**src/rtl/core_pkg.sv**
```systemverilog
// Shared definitions for the ID/EX operand stage of the RV32I core.
//   XLEN / REG_W        : datapath and register-index widths
//   SEL_NONE/MEM/WB     : forwarding-select encodings (bit0 = MEM hit, bit1 = WB hit)
//   stage_state_t       : load-use bubble FSM states
package core_pkg;

    localparam int XLEN  = 32;
    localparam int REG_W = 5;

    localparam logic [1:0] SEL_NONE = 2'b00;
    localparam logic [1:0] SEL_MEM  = 2'b01;
    localparam logic [1:0] SEL_WB   = 2'b10;

    typedef enum logic {
        ST_RUN    = 1'b0,
        ST_BUBBLE = 1'b1
    } stage_state_t;

endpackage

```
**src/rtl/id_ex_operand_stage_if.sv**
```systemverilog
// ID -> EX bus of the operand stage.
//   id_*  : decoded fields presented by the ID stage (driven by master)
//   ex_*  : registered EX fields and built operands (driven by slave)
//   master: ID-side producer / observer, slave: the id_ex_operand_stage itself
interface id_ex_operand_stage_if #(
    parameter int XLEN = core_pkg::XLEN
);
    localparam int RW = core_pkg::REG_W;

    logic            id_valid;
    logic [RW-1:0]   id_ra;
    logic [RW-1:0]   id_rb;
    logic [RW-1:0]   id_rd;
    logic            id_we;
    logic            id_mb;
    logic            id_is_load;
    logic [XLEN-1:0] id_a;
    logic [XLEN-1:0] id_b;
    logic [XLEN-1:0] id_imm;

    logic            ex_valid;
    logic            ex_we;
    logic            ex_is_load;
    logic [RW-1:0]   ex_ra;
    logic [RW-1:0]   ex_rb;
    logic [RW-1:0]   ex_rd;
    logic            ex_mb;
    logic [XLEN-1:0] ex_op_a;
    logic [XLEN-1:0] ex_op_b;
    logic [XLEN-1:0] ex_store_data;

    modport master (
        output id_valid, id_ra, id_rb, id_rd, id_we, id_mb, id_is_load,
               id_a, id_b, id_imm,
        input  ex_valid, ex_we, ex_is_load, ex_ra, ex_rb, ex_rd, ex_mb,
               ex_op_a, ex_op_b, ex_store_data
    );

    modport slave (
        input  id_valid, id_ra, id_rb, id_rd, id_we, id_mb, id_is_load,
               id_a, id_b, id_imm,
        output ex_valid, ex_we, ex_is_load, ex_ra, ex_rb, ex_rd, ex_mb,
               ex_op_a, ex_op_b, ex_store_data
    );

endinterface

```
**src/rtl/fwd_operand_mux.sv**
```systemverilog
// Forwarding operand mux for one EX source operand.
//   idx     : source register index (x0 always reads as zero)
//   sel     : forwarding select, bit0 = MEM hit, bit1 = WB hit (MEM wins)
//   rf_val  : value read from the register file in ID
//   mem_fwd : MEM-stage result, wb_fwd: WB-stage write data
//   val     : resulting operand (purely combinational)
module fwd_operand_mux
    import core_pkg::*;
#(
    parameter int XLEN = core_pkg::XLEN
) (
    input  logic [REG_W-1:0] idx,
    input  logic [1:0]       sel,
    input  logic [XLEN-1:0]  rf_val,
    input  logic [XLEN-1:0]  mem_fwd,
    input  logic [XLEN-1:0]  wb_fwd,
    output logic [XLEN-1:0]  val
);

    always_comb begin
        val = rf_val;
        if (idx == '0) begin
            val = '0;
        end else if ((sel & SEL_MEM) != SEL_NONE) begin
            // the younger MEM result shadows the WB one
            val = mem_fwd;
        end else if ((sel & SEL_WB) != SEL_NONE) begin
            val = wb_fwd;
        end
    end

endmodule

```
**src/rtl/id_ex_operand_stage.sv**
```systemverilog
// ID/EX pipeline register and EX operand-select stage.
//   clk, rst_n        : clock, asynchronous active-low reset
//   bus (slave)       : id_* decoded fields in, ex_* registered fields and operands out
//   flush             : branch redirect, turns the captured ID instruction into a bubble
//   hold              : global freeze, no register changes
//   a_sel, b_sel      : forwarding selects for rs1 / rs2 (bit0 MEM, bit1 WB)
//   mem_fwd, wb_fwd   : forwarded values
//   lu_stall          : load-use stall request to PC and IF/ID
//   stall_cnt         : saturating count of load-use bubbles inserted
module id_ex_operand_stage #(
    parameter int XLEN  = core_pkg::XLEN,
    parameter int CNT_W = 16
) (
    input  logic                    clk,
    input  logic                    rst_n,
    id_ex_operand_stage_if.slave    bus,
    input  logic                    flush,
    input  logic                    hold,
    input  logic [1:0]              a_sel,
    input  logic [1:0]              b_sel,
    input  logic [XLEN-1:0]         mem_fwd,
    input  logic [XLEN-1:0]         wb_fwd,
    output logic                    lu_stall,
    output logic [CNT_W-1:0]        stall_cnt
);
    import core_pkg::*;

    logic             ex_valid_reg;
    logic             ex_we_reg;
    logic             ex_is_load_reg;
    logic             ex_mb_reg;
    logic [REG_W-1:0] ex_ra_reg;
    logic [REG_W-1:0] ex_rb_reg;
    logic [REG_W-1:0] ex_rd_reg;
    logic [XLEN-1:0]  rf_a_reg;
    logic [XLEN-1:0]  rf_b_reg;
    logic [XLEN-1:0]  imm_reg;
    logic [CNT_W-1:0] stall_cnt_reg;

    stage_state_t     state_reg;
    stage_state_t     state_next;

    logic             hazard;
    logic             insert_bubble;

    // ---------------- load-use hazard detection ----------------
    always_comb begin
        hazard = ex_valid_reg & ex_is_load_reg & ex_we_reg & (ex_rd_reg != '0) &
                 bus.id_valid &
                 ((bus.id_ra == ex_rd_reg) | (~bus.id_mb & (bus.id_rb == ex_rd_reg)));
    end

    // ---------------- FSM: state register ----------------
    always_ff @(posedge clk or negedge rst_n) begin
        if (!rst_n) begin
            state_reg <= ST_RUN;
        end else begin
            state_reg <= state_next;
        end
    end

    // ---------------- FSM: next state ----------------
    always_comb begin
        state_next = state_reg;
        if (!hold) begin
            if (flush) begin
                state_next = ST_RUN;
            end else if (lu_stall) begin
                state_next = ST_BUBBLE;
            end else begin
                state_next = ST_RUN;
            end
        end
    end

    // ---------------- FSM: outputs ----------------
    // Stall is requested only from RUN, so each load produces at most one bubble;
    // a redirect makes the ID instruction dead, so it never stalls.
    always_comb begin
        lu_stall = 1'b0;
        if (state_reg == ST_RUN) begin
            lu_stall = hazard & ~flush;
        end
    end

    assign insert_bubble = flush | lu_stall;

    // ---------------- ID/EX register bank ----------------
    always_ff @(posedge clk or negedge rst_n) begin
        if (!rst_n) begin
            ex_valid_reg   <= 1'b0;
            ex_we_reg      <= 1'b0;
            ex_is_load_reg <= 1'b0;
            ex_mb_reg      <= 1'b0;
            ex_ra_reg      <= '0;
            ex_rb_reg      <= '0;
            ex_rd_reg      <= '0;
            rf_a_reg       <= '0;
            rf_b_reg       <= '0;
            imm_reg        <= '0;
        end else if (!hold) begin
            if (insert_bubble) begin
                // bubble is a fully cleared slot so it can never match a hazard or forward
                ex_valid_reg   <= 1'b0;
                ex_we_reg      <= 1'b0;
                ex_is_load_reg <= 1'b0;
                ex_mb_reg      <= 1'b0;
                ex_ra_reg      <= '0;
                ex_rb_reg      <= '0;
                ex_rd_reg      <= '0;
                rf_a_reg       <= '0;
                rf_b_reg       <= '0;
                imm_reg        <= '0;
            end else begin
                ex_valid_reg   <= bus.id_valid;
                ex_we_reg      <= bus.id_we & bus.id_valid;
                ex_is_load_reg <= bus.id_is_load;
                ex_mb_reg      <= bus.id_mb;
                ex_ra_reg      <= bus.id_ra;
                ex_rb_reg      <= bus.id_rb;
                ex_rd_reg      <= bus.id_rd;
                rf_a_reg       <= bus.id_a;
                rf_b_reg       <= bus.id_b;
                imm_reg        <= bus.id_imm;
            end
        end
    end

    // ---------------- stall counter ----------------
    always_ff @(posedge clk or negedge rst_n) begin
        if (!rst_n) begin
            stall_cnt_reg <= '0;
        end else if (!hold && lu_stall && (stall_cnt_reg != {CNT_W{1'b1}})) begin
            stall_cnt_reg <= stall_cnt_reg + 1'b1;
        end
    end

    // ---------------- operand build ----------------
    // Index 0 is rs1 (operand A), index 1 is rs2 (operand B / store data).
    logic [REG_W-1:0] mux_idx [2];
    logic [1:0]       mux_sel [2];
    logic [XLEN-1:0]  mux_rf  [2];
    logic [XLEN-1:0]  mux_val [2];

    assign mux_idx[0] = ex_ra_reg;
    assign mux_sel[0] = a_sel;
    assign mux_rf[0]  = rf_a_reg;
    assign mux_idx[1] = ex_rb_reg;
    assign mux_sel[1] = b_sel;
    assign mux_rf[1]  = rf_b_reg;

    generate
        for (genvar gi = 0; gi < 2; gi++) begin : g_opmux
            fwd_operand_mux #(.XLEN(XLEN)) u_mux (
                .idx     (mux_idx[gi]),
                .sel     (mux_sel[gi]),
                .rf_val  (mux_rf[gi]),
                .mem_fwd (mem_fwd),
                .wb_fwd  (wb_fwd),
                .val     (mux_val[gi])
            );
        end
    endgenerate

    // Store data is always the rs2 value, whatever the immediate select says.
    assign bus.ex_op_a       = mux_val[0];
    assign bus.ex_op_b       = ex_mb_reg ? imm_reg : mux_val[1];
    assign bus.ex_store_data = mux_val[1];

    assign bus.ex_valid   = ex_valid_reg;
    assign bus.ex_we      = ex_we_reg;
    assign bus.ex_is_load = ex_is_load_reg;
    assign bus.ex_ra      = ex_ra_reg;
    assign bus.ex_rb      = ex_rb_reg;
    assign bus.ex_rd      = ex_rd_reg;
    assign bus.ex_mb      = ex_mb_reg;
    assign stall_cnt      = stall_cnt_reg;

endmodule

```
**src/flat_wrapper.sv**
```systemverilog
// flat-port wrapper written by rule: the top's interface ports become plain ports
module id_ex_operand_stage_flat import core_pkg::*;
#(
    parameter int XLEN  = core_pkg::XLEN,
    parameter int CNT_W = 16
)
  (clk, rst_n, flush, hold, a_sel, b_sel, mem_fwd, wb_fwd, lu_stall, stall_cnt, bus_id_valid, bus_id_ra, bus_id_rb, bus_id_rd, bus_id_we, bus_id_mb, bus_id_is_load, bus_id_a, bus_id_b, bus_id_imm, bus_ex_valid, bus_ex_we, bus_ex_is_load, bus_ex_ra, bus_ex_rb, bus_ex_rd, bus_ex_mb, bus_ex_op_a, bus_ex_op_b, bus_ex_store_data);
  id_ex_operand_stage_if #(.XLEN(XLEN)) bus_i ();
  input  logic clk;
  input  logic rst_n;
  input  logic flush;
  input  logic hold;
  input  logic [1:0] a_sel;
  input  logic [1:0] b_sel;
  input  logic [XLEN-1:0] mem_fwd;
  input  logic [XLEN-1:0] wb_fwd;
  output logic lu_stall;
  output logic [CNT_W-1:0] stall_cnt;
  input wire logic [$bits(bus_i.id_valid)-1:0] bus_id_valid;
  input wire logic [$bits(bus_i.id_ra)-1:0] bus_id_ra;
  input wire logic [$bits(bus_i.id_rb)-1:0] bus_id_rb;
  input wire logic [$bits(bus_i.id_rd)-1:0] bus_id_rd;
  input wire logic [$bits(bus_i.id_we)-1:0] bus_id_we;
  input wire logic [$bits(bus_i.id_mb)-1:0] bus_id_mb;
  input wire logic [$bits(bus_i.id_is_load)-1:0] bus_id_is_load;
  input wire logic [$bits(bus_i.id_a)-1:0] bus_id_a;
  input wire logic [$bits(bus_i.id_b)-1:0] bus_id_b;
  input wire logic [$bits(bus_i.id_imm)-1:0] bus_id_imm;
  output wire logic [$bits(bus_i.ex_valid)-1:0] bus_ex_valid;
  output wire logic [$bits(bus_i.ex_we)-1:0] bus_ex_we;
  output wire logic [$bits(bus_i.ex_is_load)-1:0] bus_ex_is_load;
  output wire logic [$bits(bus_i.ex_ra)-1:0] bus_ex_ra;
  output wire logic [$bits(bus_i.ex_rb)-1:0] bus_ex_rb;
  output wire logic [$bits(bus_i.ex_rd)-1:0] bus_ex_rd;
  output wire logic [$bits(bus_i.ex_mb)-1:0] bus_ex_mb;
  output wire logic [$bits(bus_i.ex_op_a)-1:0] bus_ex_op_a;
  output wire logic [$bits(bus_i.ex_op_b)-1:0] bus_ex_op_b;
  output wire logic [$bits(bus_i.ex_store_data)-1:0] bus_ex_store_data;
  assign bus_i.id_valid = bus_id_valid;
  assign bus_i.id_ra = bus_id_ra;
  assign bus_i.id_rb = bus_id_rb;
  assign bus_i.id_rd = bus_id_rd;
  assign bus_i.id_we = bus_id_we;
  assign bus_i.id_mb = bus_id_mb;
  assign bus_i.id_is_load = bus_id_is_load;
  assign bus_i.id_a = bus_id_a;
  assign bus_i.id_b = bus_id_b;
  assign bus_i.id_imm = bus_id_imm;
  assign bus_ex_valid = bus_i.ex_valid;
  assign bus_ex_we = bus_i.ex_we;
  assign bus_ex_is_load = bus_i.ex_is_load;
  assign bus_ex_ra = bus_i.ex_ra;
  assign bus_ex_rb = bus_i.ex_rb;
  assign bus_ex_rd = bus_i.ex_rd;
  assign bus_ex_mb = bus_i.ex_mb;
  assign bus_ex_op_a = bus_i.ex_op_a;
  assign bus_ex_op_b = bus_i.ex_op_b;
  assign bus_ex_store_data = bus_i.ex_store_data;
  id_ex_operand_stage #(.XLEN(XLEN), .CNT_W(CNT_W)) u_core (.clk(clk), .rst_n(rst_n), .bus(bus_i), .flush(flush), .hold(hold), .a_sel(a_sel), .b_sel(b_sel), .mem_fwd(mem_fwd), .wb_fwd(wb_fwd), .lu_stall(lu_stall), .stall_cnt(stall_cnt));
endmodule
```
**config.mk**
```make
export PLATFORM = sky130hd
export DESIGN_NAME = id_ex_operand_stage_flat
export DESIGN_NICKNAME = d
export VERILOG_FILES = /design/src/rtl/core_pkg.sv /design/src/rtl/id_ex_operand_stage_if.sv /design/src/rtl/fwd_operand_mux.sv /design/src/rtl/id_ex_operand_stage.sv /design/src/flat_wrapper.sv
export SDC_FILE = /design/constraint.sdc
export NUM_CORES = 1
export LEC_CHECK = 0
export ABC_AREA = 1
export BUFFER_PORTS_ARGS = -buffer_cell sky130_fd_sc_hd__clkbuf_2
export CAP_MARGIN = 20
export CORE_MARGIN = 1
export CORE_UTILIZATION = 44
export CTS_CLUSTER_DIAMETER = 30
export DETAILED_ROUTE_END_ITERATION = 8
export GPL_ROUTABILITY_DRIVEN = 1
export PLACE_DENSITY_LB_ADDON = 0.12
export SLEW_MARGIN = 25
export SYNTH_ARGS = -nofsm -noshare
export SYNTH_HDL_FRONTEND = slang
export SYNTH_SLANG_ARGS = --single-unit
```
**constraint.sdc**
```tcl
create_clock -name clk -period 1.55 [get_ports clk]
set_input_delay 0.0775 -clock clk [delete_from_list [all_inputs] [get_ports clk]]
set_output_delay 0.0775 -clock clk [all_outputs]
set_load 0.1 [all_outputs]
```
==> impl_metrics.ini, run 1 <==
[synth]
ys_async_sr_fraction = 1.00
syn-mean-instance-area_sq_um = 7.25
synth_edf_count = 0
syn-instance-count = 1061
post-synth-top-area-fraction = 0.429
leading_post_synthesis_cells_by_cell_area = dfrtp_1, nand2_1, o22ai_1, inv_1, nor2_1
ys_seq_area_frac = 0.429
post-synth-top-area-cell = dfrtp_1
synth.lib_cells_used.distinct = 29
netlist_area_sq_mm = 0.00770
syn_nets = 1249
synthMostInstantiatedCell = nand2_1
yosysWarningCount = 0
ys_seq_elements = 132
synthTopCellsByCount = nand2_1, inv_1, dfrtp_1, o22ai_1, nor2_1
main_flop_type_after_synthesis = dfrtp_1

[outcome]
flow.stopped_at = clock tree synthesis (4_1_cts)
tool.error = [ERROR DPL-0033] detailed placement checks failed during check placement.
status = stopped before the end

[clock_network]
cts-buffers-inserted = 17
clk_path_buf_depth = 2
h_tree_depth = 4
clock_tree.root_cell = clkbuf_16
post_cts_resize_count = 180
clock-sinks = 132
cts.hold.buffers_added = 116
post-cts-setup-buffer-count = 25

[floorplanning]
initial_standard_cell_utilization_of_the_core = 0.458
floorplan.die.height_um = 134
dieWidth_um = 134
i_o_pin_total = 319
num_rows = 47

[placed_design]
dpl_cell_area_sq_mm = 0.0130
place.detailed.hpwl_mm = 22.2
numPortBuffers = 318
gp_routability_congestion = 0.933
dp_slack_ps = -94.6
## stage by stage
stage	instances	hold slack [ps]
2_1_floorplan	1061	-218
3_3_place_gp	1606	20.8
3_5_place_dp	1606	25.9
## cells by family after synthesis
logic type | synth area share
XOR/XNOR | 0.00228
AND/OR/NAND/NOR | 0.231
flip-flops | 0.429
adder cells (fa/ha/maj) | 0.00163
AO/OA/AOI/OAI | 0.213
buffers and inverters | 0.123
==> run 2, diff against run 1 <==
--- a/config.mk
+++ b/config.mk
@@ -9,11 +9,10 @@
 export BUFFER_PORTS_ARGS = -buffer_cell sky130_fd_sc_hd__clkbuf_2
 export CAP_MARGIN = 20
 export CORE_MARGIN = 1
-export CORE_UTILIZATION = 44
-export CTS_CLUSTER_DIAMETER = 30
+export CORE_UTILIZATION = 40
 export DETAILED_ROUTE_END_ITERATION = 8
 export GPL_ROUTABILITY_DRIVEN = 1
-export PLACE_DENSITY_LB_ADDON = 0.12
+export PLACE_DENSITY_LB_ADDON = 0.15
 export SLEW_MARGIN = 25
 export SYNTH_ARGS = -nofsm -noshare
 export SYNTH_HDL_FRONTEND = slang
==> constraint.sdc (replaced) <==
create_clock -name clk -period 2 [get_ports clk]
set_input_delay 0.1 -clock clk [delete_from_list [all_inputs] [get_ports clk]]
set_output_delay 0.1 -clock clk [all_outputs]
set_load 0.1 [all_outputs]
==> impl_metrics.ini, run 2 <==
[outcome]
status = complete, but fails checks
failed_checks = setup timing

[power]
leakage_nw = 6.76
power_report.internal_total_mw = 7.11
peakVddDrop_mv = 0.665
power.share.switching = 0.428
fraction_of_power_consumed_by_sequential_logic = 0.237
share_comb_of_total_power = 0.499
p_clk_frac = 0.264
power_density_mw_per_mm2 = 840
net-switching-power_mw = 5.32

[hold_path]
timing.hold.worst.class = input port to register
holdPathStages = 3

[cells_and_area]
stdcell_count = 1757
finalNetCount = 1698
regArea_sq_mm = 0.00337
antenna_cells_inserted = 0
multi_input_area_sq_mm = 0.00467
layout-drive-gt1-share = 0.406
layout_common_cells = nand2_1, clkbuf_2, inv_1
filler_cell_count = 1214
layout.cells.most_common = nand2_1
postLayoutCoreUtil = 0.789
synthToLayoutAreaGrowth_pct = 92.3

[floorplanning]
dieWidth_um = 141
num_rows = 50
i_o_pin_total = 319
initial_standard_cell_utilization_of_the_core = 0.410
floorplan.die.height_um = 141
core_area_sq_mm = 0.0188
die-area_sq_mm = 0.0198

[critical_path]
r2r_cells = 7
critPathKind = register to output pin
category_of_the_worst_setup_path_launch_point = register
crit_arrival_ps = 2020
crit_required_ps = 1900
critical_path.endpoint_type = output pin
worstPathMaxFanout = 8

[clock_network]
clk_path_buf_depth = 2
cts_tree = yes
path_clk_slew_ps = 70
worstSkewPairLatency_ps = 430
cts-buffers-inserted = 17
clock_tree.root_cell = clkbuf_16
clock-sinks = 132
h_tree_depth = 4

[global_route]
grt_pass1_wl_mm = 50.4
grt_pass1_vias = 9196
gr-usage-all-layers = 0.332
global_route.overflow_total = 0
antenna_found_initial = 2
grt_start_max_net_pins = 137

[synth]
yosysWarningCount = 0
ys_seq_elements = 132
ys_seq_area_frac = 0.429
post-synth-top-area-cell = dfrtp_1
leading_post_synthesis_cells_by_cell_area = dfrtp_1, nand2_1, o22ai_1, inv_1, nor2_1
synth.lib_cells_used.distinct = 29
syn-instance-count = 1061
synthMostInstantiatedCell = nand2_1
post-synth-top-area-fraction = 0.429
syn_nets = 1249
main_flop_type_after_synthesis = dfrtp_1
synth_edf_count = 0
syn-mean-instance-area_sq_um = 7.25
ys_async_sr_fraction = 1.00
synthTopCellsByCount = nand2_1, inv_1, dfrtp_1, o22ai_1, nor2_1
netlist_area_sq_mm = 0.00770

[timing]
postLayoutSetupSlackWorst_ps = -118
max_freq_mhz = 472
worst_slew_pin_slew_ps = 588
finalClockSkew_ps = 10.7
maxSlewViolCount = 0
max_slew_margin = 0.608
final-hold-violation-count = 0
rsz0062_at_grt = yes
post-route-min-period_ps = 2120
final_min_period_over_clock_period = 1.06
setup_viol_count_final = 64
finalHoldWorstSlack_ps = 43.5

[run]
cap_viol_max_count = 0

[placed_design]
numPortBuffers = 318
dp_slack_ps = 53.1
gp_routability_congestion = 0.905
place.detailed.hpwl_mm = 21.0
dp_cells = 1561

[route]
wl_mm = 32.6
drt_first_pass_iters = 5
drt-initial-drc-count = 593
detail-route-antenna-nets = 0
drt-vias-per-instance = 5.32
num_vias = 9352
drc = 0
route.detailed.wl_per_inst_um = 18.6
run 2: logic make-up (layout without fill, tap and decap cells):
family | count (synthesis) | in the layout | synth area share
and+or+nand+nor | 442 | 442 | 0.231
adders and majority gates | 1 | 1 | 0.00163
DFF | 132 | 132 | 0.429
buffers and inverters | 227 | 689 | 0.123
AOI/OAI and AO/OA | 257 | 257 | 0.213
xor gates and xnor gates | 2 | 2 | 0.00228
run 2: critical path, stage by stage (launching register included):
cell and delay [ps]:
dfrtp_4 480, inv_4 80, nand3_4 80, nor3_4 160, buf_6 160, clkbuf_16 210, a21oi_4 70, nand2_2 100
o21ai_4 60, buf_12 160
run 2: timing repair:
item                                   CTS  global route
setup endpoints to repair               96           112
pin swaps                               27            19
cloned                                   5             1
endpoints found under the hold margin  177             0
setup buffers                           20            25
gates resized for setup                 20            26
hold buffers                           117             0
run 2: power groups by stage:
stage	Combinational [mW]	Sequential, mW	Clock, mW
floorplan	3.45	3.19	0
global route	6.41	2.96	3.43
global placement	5.52	2.98	0
CTS	6.04	2.94	3.32
detailed placement	5.55	2.99	0
finish	6.20	2.94	3.28
run 2: routing by layer:
metal	up-vias	GRT usage	wire length [um]
met4	4	0.132	1040
met2	474	0.560	16200
met3	73	0.0639	2470
met5	-	0	18
li1	4399	-	-
met1	4402	0.418	12900
run 2: cell type report:
type                            instances  area share
Clock inverter                         14      0.0121
Inverter                              147      0.0386
Multi-Input combinational cell        702       0.316
Sequential cell                       132       0.228
Timing Repair Buffer                  510       0.357
Tap cell                              234      0.0198
Clock buffer                           18      0.0290
run 2: worst paths after layout:
kind	to	start	slack [ps]
worst min-delay path	u_core.bus.ex_we	hold	40
max in group asynchronous	u_core.rf_a_reg[14]	rst_n	1100
worst max-delay path	bus_ex_op_b[22]	u_core.bus.ex_rb[3]	-120
worst max register to register	u_core.bus.ex_we	u_core.bus.ex_rd[4]	160
worst min register to register	u_core.bus.ex_we	u_core.bus.ex_we	520
min in group asynchronous	u_core.rf_a_reg[24]	rst_n	170
run 2: metrics by stage:
step | power, mW | cell area (sq um) | setup TNS (ps)
floorplan | 6.64 | 9030 | -3790
global placement | 8.50 | 12300 | 0
detailed placement | 8.54 | 12300 | 0
CTS | 12.3 | 14500 | -6360
global route | 12.8 | 14800 | -9570
finish | 12.4 | 14800 | -4160
No activity file was read; power rests on OpenSTA's default activity.
==> run 3, diff against run 2 <==
--- a/config.mk
+++ b/config.mk
@@ -10,6 +10,7 @@
 export CAP_MARGIN = 20
 export CORE_MARGIN = 1
 export CORE_UTILIZATION = 40
+export CTS_BUF_LIST = sky130_fd_sc_hd__clkbuf_8
 export DETAILED_ROUTE_END_ITERATION = 8
 export GPL_ROUTABILITY_DRIVEN = 1
 export PLACE_DENSITY_LB_ADDON = 0.15
==> impl_metrics.ini, run 3 (synthesized netlist as in run 2, its figures left out) <==
[outcome]
status = complete, but fails checks
failed_checks = setup timing

[clock_network]
worstSkewPairLatency_ps = 460
cts-buffers-inserted = 17
clk_path_buf_depth = 2
path_clk_slew_ps = 90
clock-sinks = 132
clock_tree.root_cell = clkbuf_8
h_tree_depth = 4
cts_tree = yes

[cells_and_area]
layout-drive-gt1-share = 0.407
layout_common_cells = nand2_1, clkbuf_2, inv_1
synthToLayoutAreaGrowth_pct = 90.5
stdcell_count = 1764
layout.cells.most_common = nand2_1
finalNetCount = 1704

[critical_path]
category_of_the_worst_setup_path_launch_point = register
critPathCapture = bus_ex_op_b[19]
timing.rr.start = u_core.bus.ex_rd[2]
worstPathMaxFanout = 8
critPathKind = register to output pin
setup.worst_path.start = u_core.bus.ex_rb[3]
r2r_cells = 8
critical_path.reg2reg.endpoint = u_core.bus.ex_we
critical_path.endpoint_type = output pin
regToRegSetupSlack_ps = 140
crit_arrival_ps = 2030
crit_required_ps = 1900

[floorplanning]
i_o_pin_total = 319
dieWidth_um = 141
core_area_sq_mm = 0.0188
num_rows = 50
floorplan.die.height_um = 141
die-area_sq_mm = 0.0198
initial_standard_cell_utilization_of_the_core = 0.410

[global_route]
antenna_found_initial = 3
grt_pass1_vias = 9232
grt_pass1_wl_mm = 50.4
global_route.overflow_total = 0
gr-usage-all-layers = 0.331
grt_start_max_net_pins = 137

[placed_design]
dp_cells = 1561
gp_routability_congestion = 0.905
numPortBuffers = 318
place.detailed.hpwl_mm = 21.0

[timing]
max_slew_margin = 0.618
worst_slew_pin_slew_ps = 575
final_min_period_over_clock_period = 1.07
timing.setup.tns_ps = -5220
finalClockSkew_ps = 16.7
post-route-min-period_ps = 2130
maxSlewViolCount = 0
final-hold-violation-count = 0
rsz0062_at_grt = yes
postLayoutSetupSlackWorst_ps = -131
setup_viol_count_final = 82
max_freq_mhz = 469

[power]
power_report.internal_total_mw = 6.37
peakVddDrop_mv = 0.529
net-switching-power_mw = 5.20
leakage_nw = 6.72
fraction_of_power_consumed_by_sequential_logic = 0.254
power_density_mw_per_mm2 = 789
share_comb_of_total_power = 0.536
p_clk_frac = 0.211
power.share.switching = 0.449

[route]
drc = 0
drt-vias-per-instance = 5.32
drt_first_pass_iters = 5
detail-route-antenna-nets = 0
wl_mm = 32.4
drt-initial-drc-count = 685
num_vias = 9384
route.detailed.wl_per_inst_um = 18.4

[run]
cap_viol_max_count = 0

[hold_path]
timing.hold.worst.class = input port to async pin
[run 3: worst min path at each step]
stage,start,cells after the start,endpoint
floorplan,rst_n,0,u_core.bus.ex_is_load
global placement,rst_n,1,u_core.rf_a_reg[24]
detailed placement,rst_n,1,u_core.rf_a_reg[24]
CTS,rst_n,2,u_core.rf_a_reg[24]
global route,rst_n,2,u_core.rf_a_reg[29]
finish,rst_n,2,u_core.rf_a_reg[24]
[run 3: worst max-delay path: stages, from the launching register on]
cell and delay [ps]:
dfrtp_4 490, inv_4 70, nand3_4 70, nor3_4 160, buf_6 160, clkbuf_16 200
a21oi_4 60, nand2_2 110, o21ai_4 70, buf_12 160
[run 3: cell type report]
type,instances,area [sq um]
timing repair buffer,516,5330
multi-input combinational,702,4680
fill,1257,4100
sequential,132,3370
inverter,147,574
tap,234,293
clock buffer,17,234
clock inverter,15,183
antenna,1,2.50
[run 3: repair_timing]
action	CTS	global route
pin swaps	33	19
endpoints found under the setup margin	96	115
hold endpoints to repair	185	0
hold buffers	120	0
cloned	5	1
resized for setup	20	31
setup buffers	22	27
[run 3: power groups by stage]
stage	registers (mW)	logic, mW	clock network [mW]
floorplan	3.19	3.45	0
global placement	2.98	5.52	0
detailed placement	2.99	5.55	0
CTS	2.93	6.04	2.48
global route	2.96	6.42	2.59
finish	2.94	6.20	2.44
[run 3: layer usage]
layer,up-vias,global-route usage,routed length (um)
li1,4420,-,-
met1,4431,0.419,13000
met2,455,0.550,15900
met3,74,0.0645,2360
met4,4,0.145,1150
met5,-,0,22
[run 3: through the flow]
stage          worst slack, ps   util  area (sq um)  power, mW  hold WS [ps]
6_report                  -131  0.781         14700       11.6           140
4_1_cts                   -203  0.767         14400       11.5           144
3_5_place_dp              53.1  0.655         12300       8.54          70.8
2_1_floorplan             -126      -          9030       6.64          -196
3_3_place_gp               118  0.655         12300       8.50          67.9
5_1_grt                   -226  0.781         14700       12.0           156
==> run 4, diff against run 3 <==
--- a/config.mk
+++ b/config.mk
@@ -8,9 +8,12 @@
 export ABC_AREA = 1
 export BUFFER_PORTS_ARGS = -buffer_cell sky130_fd_sc_hd__clkbuf_2
 export CAP_MARGIN = 20
+export CELL_PAD_IN_SITES_DETAIL_PLACEMENT = 1
+export CELL_PAD_IN_SITES_GLOBAL_PLACEMENT = 1
 export CORE_MARGIN = 1
-export CORE_UTILIZATION = 40
+export CORE_UTILIZATION = 35
 export CTS_BUF_LIST = sky130_fd_sc_hd__clkbuf_8
+export CTS_CLUSTER_SIZE = 12
 export DETAILED_ROUTE_END_ITERATION = 8
 export GPL_ROUTABILITY_DRIVEN = 1
 export PLACE_DENSITY_LB_ADDON = 0.15
==> impl_metrics.ini, run 4 (synthesized netlist as in run 2, its figures left out) <==
[route]
num_vias = 11101
drt-initial-drc-count = 924
drc = 0
detail-route-antenna-nets = 0
wl_met2_mm = 26.3
top_signal_layer_used = met4
wl_mm = 53.2
route.detailed.wl_per_inst_um = 29.4
drt_first_pass_iters = 5
wirelength_met1_mm = 17.8
route.met3.wl_mm = 4.52
drt-vias-per-instance = 6.13

[timing]
maxSlewViolCount = 0
rsz0062_at_grt = yes
final-hold-violation-count = 0
final_min_period_over_clock_period = 1.14
finalClockSkew_ps = 26.4
setup_viol_count_final = 100
max_slew_margin = 0.605
postLayoutSetupSlackWorst_ps = -271
worst_slew_pin_slew_ps = 589
post-route-min-period_ps = 2270
max_freq_mhz = 440

[hold_path]
timing.hold.worst.class = input port to register
worst_hold_startpoint = hold

[cells_and_area]
cell_area_after_layout_sq_mm = 0.0148
layout_common_cells = nand2_1, clkbuf_2, inv_1
regArea_sq_mm = 0.00337
postLayoutCoreUtil = 0.696
layout-drive-gt1-share = 0.414
synthToLayoutAreaGrowth_pct = 92.4
layout.cells.most_common = nand2_1
filler_cell_count = 2338
finalNetCount = 1707
multi_input_area_sq_mm = 0.00472

[clock_network]
clock-sinks = 132
clk_path_buf_depth = 2
clock_tree.root_cell = clkbuf_8
h_tree_depth = 4
path_clk_slew_ps = 110
cts_tree = yes
cts-buffers-inserted = 17
worstSkewPairLatency_ps = 490

[critical_path]
category_of_the_worst_setup_path_launch_point = register
critical_path_slowest_stage_cell = dfrtp_4
critPathKind = register to output pin
timing.critical_path.slowest_cell_delay_ps = 520
timing.critical_path.max_delay_family = buffers and inverters
critical_path.endpoint_type = output pin
crit_required_ps = 1900
critPathBufInv = 4
crit_arrival_ps = 2170
setup.worst_path.start = u_core.bus.ex_rb[3]
timing.rr.start = u_core.bus.ex_rd[0]
cp_cell_sequence = inv_4 > nand3_4 > nor3_4 > buf_6 > buf_16 > a21oi_4 > nand2_2 > o21ai_4 > buf_12
worstPathMaxFanout = 8

[global_route]
antenna_found_initial = 2
grt_pass1_wl_mm = 67.8
global_route.overflow_total = 0
gr-usage-all-layers = 0.405
grt_pass1_vias = 11305
grt_start_max_net_pins = 85

[floorplanning]
num_rows = 53
i_o_pin_total = 319
floorplan.die.height_um = 150
die-area_sq_mm = 0.0226
dieWidth_um = 150
initial_standard_cell_utilization_of_the_core = 0.362
core_area_sq_mm = 0.0213

[outcome]
status = complete, but fails checks
failed_checks = setup timing

[power]
power_density_mw_per_mm2 = 812
peakVddDrop_mv = 0.494
p_total_mw = 12.0
leakage_nw = 6.72

[run]
cap_viol_max_count = 0

[placed_design]
gp_routability_congestion = 0.877
dpl_cell_area_sq_mm = 0.0124
place.detailed.hpwl_mm = 25.0
numPortBuffers = 318
[run 4: changes by cell type in the layout (fill, tap and decap cells not counted), moves of 3 or more]
cell | before | now
inv_6 | 3 | 6
buf_6 | 24 | 29
nor2_1 | 87 | 83
nand3_1 | 12 | 9
nand3_2 | 0 | 3
nor2_2 | 4 | 7
buf_16 | 5 | 8
[run 4: worst paths after layout]
kind / endpoint / slack (ps) / cells past startpoint
min reg2reg: u_core.rf_a_reg[24] / 550 / 2
max reg2reg: u_core.stall_cnt[13] / -50 / 11
max: bus_ex_op_b[9] / -270 / 9
max in group asynchronous: u_core.rf_a_reg[3] / 1210 / 3
min: u_core.bus.ex_we / 30 / 3
min in group asynchronous: u_core.imm_reg[0] / 160 / 2
[run 4: cell type report]
class / count / share of cell area
inverters: 147 / 0.0390
flip-flops and latches: 132 / 0.228
diodes: 3 / 0.000507
well taps: 275 / 0.0232
clock buffers: 17 / 0.0158
repair buffers: 519 / 0.365
multi-input cells: 702 / 0.319
clock inverters: 15 / 0.00989
[run 4: worst reg2reg max path: cells and delay by family (launching register included)]
kind,cells,cell delay [ps]
buf+inv,2,340
simple gates,9,1190
flops,1,470
[run 4: what timing repair did]
action | CTS | global route
buffers inserted | 33 | 16
resized for setup | 39 | 31
hold buffers | 119 | 0
cloned | 6 | 0
pin swaps | 34 | 32
hold endpoints to repair | 163 | 0
endpoints found under the setup margin | 98 | 113
[run 4: where the power goes]
part,internal (mW),switching (mW)
logic,2.30,4.31
clock network,1.02,1.42
registers,2.86,0.115
total,6.18,5.84
[run 4: metal layers]
metal / up-vias / track usage
met4: 0 / 0.223
met2: 883 / 0.719
met1: 5438 / 0.458
met3: 360 / 0.0730
li1: 4420 / -
met5: - / 0
[run 4: per-stage QoR]
step	worst slack (ps)	hold slack [ps]	cells	TNS, ps
2_1_floorplan	-126	-196	1061	-3790
3_3_place_gp	116	110	1603	0
3_5_place_dp	-10.5	109	1603	-10.5
4_1_cts	-241	17.8	1793	-12840
5_1_grt	-326	48.6	1808	-19000
6_report	-271	27.3	1810	-15010
